$ cat config.mk
export PLATFORM = sky130hd
export DESIGN_NAME = seq_div
export DESIGN_NICKNAME = d
export VERILOG_FILES = /design/src/rtl/div_pkg.sv /design/src/rtl/seq_div_sub_stage.sv /design/src/rtl/seq_div.sv
export SDC_FILE = /design/constraint.sdc
export NUM_CORES = 1
export LEC_CHECK = 0
export CORE_ASPECT_RATIO = 0.9
export CORE_MARGIN = 3
export CORE_UTILIZATION = 41
export DETAILED_ROUTE_END_ITERATION = 8
export PLACE_DENSITY = 0.65
export SLEW_MARGIN = 10
export SYNTH_ARGS = -nofsm -noshare
export SYNTH_HDL_FRONTEND = slang
export SYNTH_SLANG_ARGS = --single-unit
$ cat constraint.sdc
create_clock -name clk -period 3.05 [get_ports clk]
set_input_delay 0.61 -clock clk [delete_from_list [all_inputs] [get_ports clk]]
set_output_delay 0.61 -clock clk [all_outputs]
set_load 0.01 [all_outputs]
$ cat src/rtl/div_pkg.sv
// rtl/div_pkg.sv - shared state encoding, counter sizing and zero-divisor constants for seq_div
package div_pkg;

  typedef enum logic [2:0] {
    S_IDLE  = 3'd0,
    S_SETUP = 3'd1,
    S_ITER  = 3'd2,
    S_FIX   = 3'd3,
    S_DONE  = 3'd4
  } div_state_e;

  localparam int DIV_WIDTH_DEF = 32;

  // Quotient fill bit and flag value reported for a zero divisor.
  localparam logic DIV0_Q_BIT = 1'b1;
  localparam logic DIV0_FLAG  = 1'b1;

  function automatic int cnt_width(input int w);
    return $clog2(w);
  endfunction

endpackage

$ cat src/rtl/seq_div_sub_stage.sv
// rtl/seq_div_sub_stage.sv - WIDTH+1 bit trial subtractor a + ~m + 1 from 4-bit lookahead slices
module sub_stage #(
  parameter int WIDTH = 32
) (
  input  logic [WIDTH:0]   a,
  input  logic [WIDTH:0]   m,
  output logic [WIDTH-1:0] diff,
  output logic             neg
);

  localparam int NS = WIDTH / 4;

  logic [WIDTH:0]   b;
  logic [WIDTH-1:0] g;
  logic [WIDTH-1:0] p;
  logic [WIDTH-1:0] sum;
  logic [NS:0]      c;
  logic [3:0]       gs;
  logic [3:0]       ps;
  logic [3:0]       cc;

  assign b = ~m;
  assign g = a[WIDTH-1:0] & b[WIDTH-1:0];
  assign p = a[WIDTH-1:0] ^ b[WIDTH-1:0];

  always_comb begin
    c    = '0;
    gs   = '0;
    ps   = '0;
    cc   = '0;
    sum  = '0;
    c[0] = 1'b1;
    for (int s = 0; s < NS; s++) begin
      gs     = g[4*s +: 4];
      ps     = p[4*s +: 4];
      cc[0]  = c[s];
      cc[1]  = gs[0] | (ps[0] & c[s]);
      cc[2]  = gs[1] | (ps[1] & gs[0]) | (ps[1] & ps[0] & c[s]);
      cc[3]  = gs[2] | (ps[2] & gs[1]) | (ps[2] & ps[1] & gs[0]) | (ps[2] & ps[1] & ps[0] & c[s]);
      c[s+1] = gs[3] | (ps[3] & gs[2]) | (ps[3] & ps[2] & gs[1]) |
               (ps[3] & ps[2] & ps[1] & gs[0]) | ((&ps) & c[s]);
      sum[4*s +: 4] = ps ^ cc;
    end
  end

  // The extra top bit only carries the sign of the trial difference.
  assign diff = sum;
  assign neg  = a[WIDTH] ^ b[WIDTH] ^ c[NS];

endmodule

$ cat src/rtl/seq_div.sv
// rtl/seq_div.sv - signed restoring divider, one shift-and-subtract step per clock
// SEQ_DIV_ZERO_FAST_EN: a zero divisor jumps from start straight to FIX.
module seq_div
  import div_pkg::*;
#(
  parameter int WIDTH = DIV_WIDTH_DEF
) (
  input  logic             clk,
  input  logic             clr,
  input  logic             start,
  input  logic [WIDTH-1:0] dividend,
  input  logic [WIDTH-1:0] divisor,
  output logic             busy,
  output logic             done,
  output logic [WIDTH-1:0] quotient,
  output logic [WIDTH-1:0] remainder,
  output logic             div_by_zero
);

  localparam int CW = cnt_width(WIDTH);

  div_state_e       state_q, state_d;
  logic [WIDTH-1:0] a_q, a_d;
  logic [WIDTH-1:0] q_q, q_d;
  logic [WIDTH-1:0] m_q, m_d;
  logic [WIDTH-1:0] dvd_q, dvd_d;
  logic [CW-1:0]    cnt_q, cnt_d;
  logic             dsr_neg_q, dsr_neg_d;
  logic             div0_q, div0_d;
  logic [WIDTH-1:0] quo_q, quo_d;
  logic [WIDTH-1:0] rem_q, rem_d;
  logic             dbz_q, dbz_d;

  logic [WIDTH:0]   a_shift;
  logic [WIDTH-1:0] t_diff;
  logic             t_neg;

  assign a_shift = {a_q, q_q[WIDTH-1]};

  sub_stage #(.WIDTH(WIDTH)) u_sub (
    .a    (a_shift),
    .m    ({1'b0, m_q}),
    .diff (t_diff),
    .neg  (t_neg)
  );

  always_comb begin
    state_d   = state_q;
    a_d       = a_q;
    q_d       = q_q;
    m_d       = m_q;
    dvd_d     = dvd_q;
    cnt_d     = cnt_q;
    dsr_neg_d = dsr_neg_q;
    div0_d    = div0_q;
    quo_d     = quo_q;
    rem_d     = rem_q;
    dbz_d     = dbz_q;
    case (state_q)
      S_IDLE, S_DONE: begin
        if (start) begin
          dvd_d     = dividend;
          m_d       = divisor;
          dsr_neg_d = divisor[WIDTH-1];
          div0_d    = (divisor == '0);
`ifdef SEQ_DIV_ZERO_FAST_EN
          state_d   = (divisor == '0) ? S_FIX : S_SETUP;
`else
          state_d   = S_SETUP;
`endif
        end else if (state_q == S_DONE) begin
          state_d = S_IDLE;
        end
      end
      S_SETUP: begin
        // Magnitudes are unsigned, so the most-negative value maps to itself correctly.
        a_d     = '0;
        q_d     = dvd_q[WIDTH-1] ? -dvd_q : dvd_q;
        m_d     = dsr_neg_q ? -m_q : m_q;
        cnt_d   = CW'(WIDTH - 1);
        state_d = S_ITER;
      end
      S_ITER: begin
        a_d = t_neg ? a_shift[WIDTH-1:0] : t_diff;
        q_d = {q_q[WIDTH-2:0], ~t_neg};
        if (cnt_q == '0) begin
          state_d = S_FIX;
        end else begin
          cnt_d = cnt_q - 1'b1;
        end
      end
      S_FIX: begin
        if (div0_q) begin
          quo_d = {WIDTH{DIV0_Q_BIT}};
          rem_d = dvd_q;
          dbz_d = DIV0_FLAG;
        end else begin
          quo_d = (dvd_q[WIDTH-1] ^ dsr_neg_q) ? -q_q : q_q;
          rem_d = dvd_q[WIDTH-1] ? -a_q : a_q;
          dbz_d = 1'b0;
        end
        state_d = S_DONE;
      end
      default: state_d = S_IDLE;
    endcase
  end

  always_ff @(posedge clk) begin
    if (clr) begin
      state_q   <= S_IDLE;
      a_q       <= '0;
      q_q       <= '0;
      m_q       <= '0;
      dvd_q     <= '0;
      cnt_q     <= '0;
      dsr_neg_q <= 1'b0;
      div0_q    <= 1'b0;
      quo_q     <= '0;
      rem_q     <= '0;
      dbz_q     <= 1'b0;
    end else begin
      state_q   <= state_d;
      a_q       <= a_d;
      q_q       <= q_d;
      m_q       <= m_d;
      dvd_q     <= dvd_d;
      cnt_q     <= cnt_d;
      dsr_neg_q <= dsr_neg_d;
      div0_q    <= div0_d;
      quo_q     <= quo_d;
      rem_q     <= rem_d;
      dbz_q     <= dbz_d;
    end
  end

  assign busy        = (state_q == S_SETUP) || (state_q == S_ITER) || (state_q == S_FIX);
  assign done        = (state_q == S_DONE);
  assign quotient    = quo_q;
  assign remainder   = rem_q;
  assign div_by_zero = dbz_q;

endmodule
==> metrics <==
Crit path max-delay family simple AND/OR/NAND/NOR gates; total gr overflow 0; Min Hold Slack around 0.45 ns; RSZ-0062 raised after global routing yes; ratio of cells with drive above 1 in the final layout 0.100; Crit. End Element flop; dpl ws -0.0133 ns; CTS root buffer clkbuf_16; H-tree levels 1; CTS buffer count 24; Layout Nets approximately 1900; RePlAce Congestion 0.919; Critical Path AT ~3.3 ns; largest net degree at the start of global routing 67; synthesis-stage register bit count a little over 200; status finished, final reports clean; Post-Syn Area ~13000 um2; ANT nets after route 0; CORE AREA 30100 um2; Final Util 0.518; Final Hold Viols 0; CP max FO 25; f_max approximately 340 MHz; IO Port Bufs 133; clk sinks between 200 and 250; first-pass GRT wire length ~64 mm; initial core utilization 0.419; Seq/Total Area, Yosys 0.322; Critical Path Source Type flop; Die Ht 172 um; MaxCap Viol Count 0; leak pwr 5.60 nW; synth cell count leaders nand2_1 (268), dfxtp_1 (203), a21oi_1 (152); vias after detailed routing about 13000; final setup TNS 0 ns; critical path cell sequence inv_1 > ha_4 > nand4_1 > or3_1 > nor2_1 > a2111oi_2 > buf_4 > buf_4 > or3_1 > buf_12 > nand4_1 > o311ai_0; max-slew violations 0; clock buffer depth 3; Hold Crit Class reg -> reg; asr flop ratio synth 0; worst skew pair latency around 0.52 ns; die area 32900 um2; post-synth top area share 0.322; CTS tree built; # IOs about 130; slew margin rel. 0.379; Setup Skew ~0.016 ns; Yosys top cell by area dfxtp_1; Buf/Inv on CP 4; pwr dens approximately 540 nW/um2; Avg WL per Cell ~19 um; worst slew pin tran approximately 0.93 ns; area grow syn2layout 23.8%; row cnt 60; EDFF count, synth 0; clock-pin transition on the worst setup and hold timing paths 0.06 ns; Worst path slowest cell or3_1; Mapped Nets between 1500 and 2000; period utilization 0.952; layout filler cell count slightly below 3000; Detailed Routing Iterations Pass 1 6; synth unique cells 73; drt drc 0; mean post-synth cell area approximately 7.5 um2; detail-routed via count per cell around 5.8; VDD IR-drop max roughly 0.41 mV; initial antenna violation count 0; top cells by area, synth dfxtp_1 (32%), nand2_1 (8.0%), a21oi_1 (6.0%); Syn. warnings 0; GRT Overall Usage 0.240; final wirelength between 40 and 50 mm; Cells after Synth about 1700; DRT iter0 DRCs about 1600; final worst slack about 0.15 ns; count leader, synth nand2_1; WS Path Type reg -> reg; Die Wd 191 um; Setup violations, final 0; vias in the first global route between 10000 and 15000; hpwl dp roughly 31 mm; Period minus WS final roughly 2.9 ns; # diodes 0; top_reg_cell synth dfxtp_1; critical path required time about 3.4 ns; crit-path max cell delay roughly 0.42 ns
[worst paths after layout]
kind                 startpoint            end  slack, ns  cells after the start
setup reg to reg        m_q[21]         a_q[1]       0.15                     12
hold / removal    remainder[23]  remainder[23]       0.45                      2
hold reg to reg   remainder[23]  remainder[23]       0.45                      2
setup / recovery        m_q[21]         a_q[1]       0.15                     12
[final cells by class]
cell class / count / area, um2 / area share
clock buffers: 33 / 696 / 0.0446
flip-flops and latches: 203 / 4070 / 0.261
well taps: 403 / 504 / 0.0323
inverters: 65 / 244 / 0.0156
clock inverters: 7 / 139 / 0.00890
multi-input cells: 1283 / 7910 / 0.507
repair buffers: 223 / 2040 / 0.131
[power breakdown]
group	leakage [nW]	switching, mW	total (mW)	internal [mW]
clock network	0.410	1.15	3.07	1.92
registers	1.65	0.203	3.02	2.82
logic	3.54	1.42	2.38	0.957
total	5.60	2.78	8.47	5.70
[sequential cells by signal (all words and copies together), names as in the netlist]
| name | count |
|---|---|
| a_q | 32 |
| dvd_q | 32 |
| m_q | 32 |
| q_q | 32 |
| quotient | 32 |
| remainder | 32 |
| cnt_q | 5 |
| state_q | 3 |
| div0_q | 1 |
| div_by_zero | 1 |
| dsr_neg_q | 1 |
[repair_timing]
item / 4_1_cts / 5_1_grt
endpoints found under the setup margin: 4 / 36
gates resized for setup: 1 / 23
setup buffers: 0 / 4
hold buffers: 0 / 0
pin swaps: 0 / 4
[cell families after synthesis]
group           share of synthesized area
simple gates                        0.235
compound gates                      0.256
flops                               0.322
buf+inv                            0.0574
xor+xnor                           0.0723
fa+ha+maj                          0.0498
mux                               0.00715
[metal layers]
metal  part of all wire  GRT usage  vias up  routed length, um
met5                  0          0        -                  0
met4              0.018     0.0440        0                746
met3              0.089     0.0379       50               3660
met2               0.41      0.347      554              16900
met1               0.48      0.374     6070              20000
li1                   -          -     6278                  -
[stage by stage]
stage | std cells | area [um2] | power (mW)
finish | 2217 | 15600 | 8.47
global route | 2217 | 15600 | 8.88
CTS | 2213 | 15500 | 8.42
detailed placement | 2173 | 14700 | 5.36
global placement | 2173 | 14700 | 5.32
floorplan | 1673 | 12600 | 4.60
[worst register-to-register path, delay by kind of cell, from the launching register on]
kind	cells	cell delay, ns
simple gates	5	1.25
buf+inv	4	0.59
flops	1	0.37
fa+ha+maj	1	0.34
compound gates	2	0.22
[layout by cell type, fill, tap and decap left out, types with 12 or more instances in the layout]
| master | n |
|---|---|
| a31oi_1 | 12 |
| inv_1 | 63 |
| nor4_1 | 24 |
| a22oi_1 | 26 |
| o211ai_1 | 45 |
| dfxtp_1 | 197 |
| nand4_1 | 29 |
| o31ai_1 | 27 |
| nand3_1 | 23 |
| a311oi_1 | 13 |
| nand2_1 | 267 |
| or3_1 | 25 |
| buf_4 | 88 |
| a211oi_1 | 33 |
| nor2_1 | 147 |
| ha_1 | 37 |
| clkbuf_16 | 25 |
| nor3_1 | 31 |
| xnor2_1 | 59 |
| o21ai_0 | 83 |
| a21oi_1 | 149 |
| a221oi_1 | 18 |
| clkdlybuf4s50_1 | 132 |
| o41ai_1 | 12 |
| xor2_1 | 45 |
No activity file was read; power rests on OpenSTA's default activity.
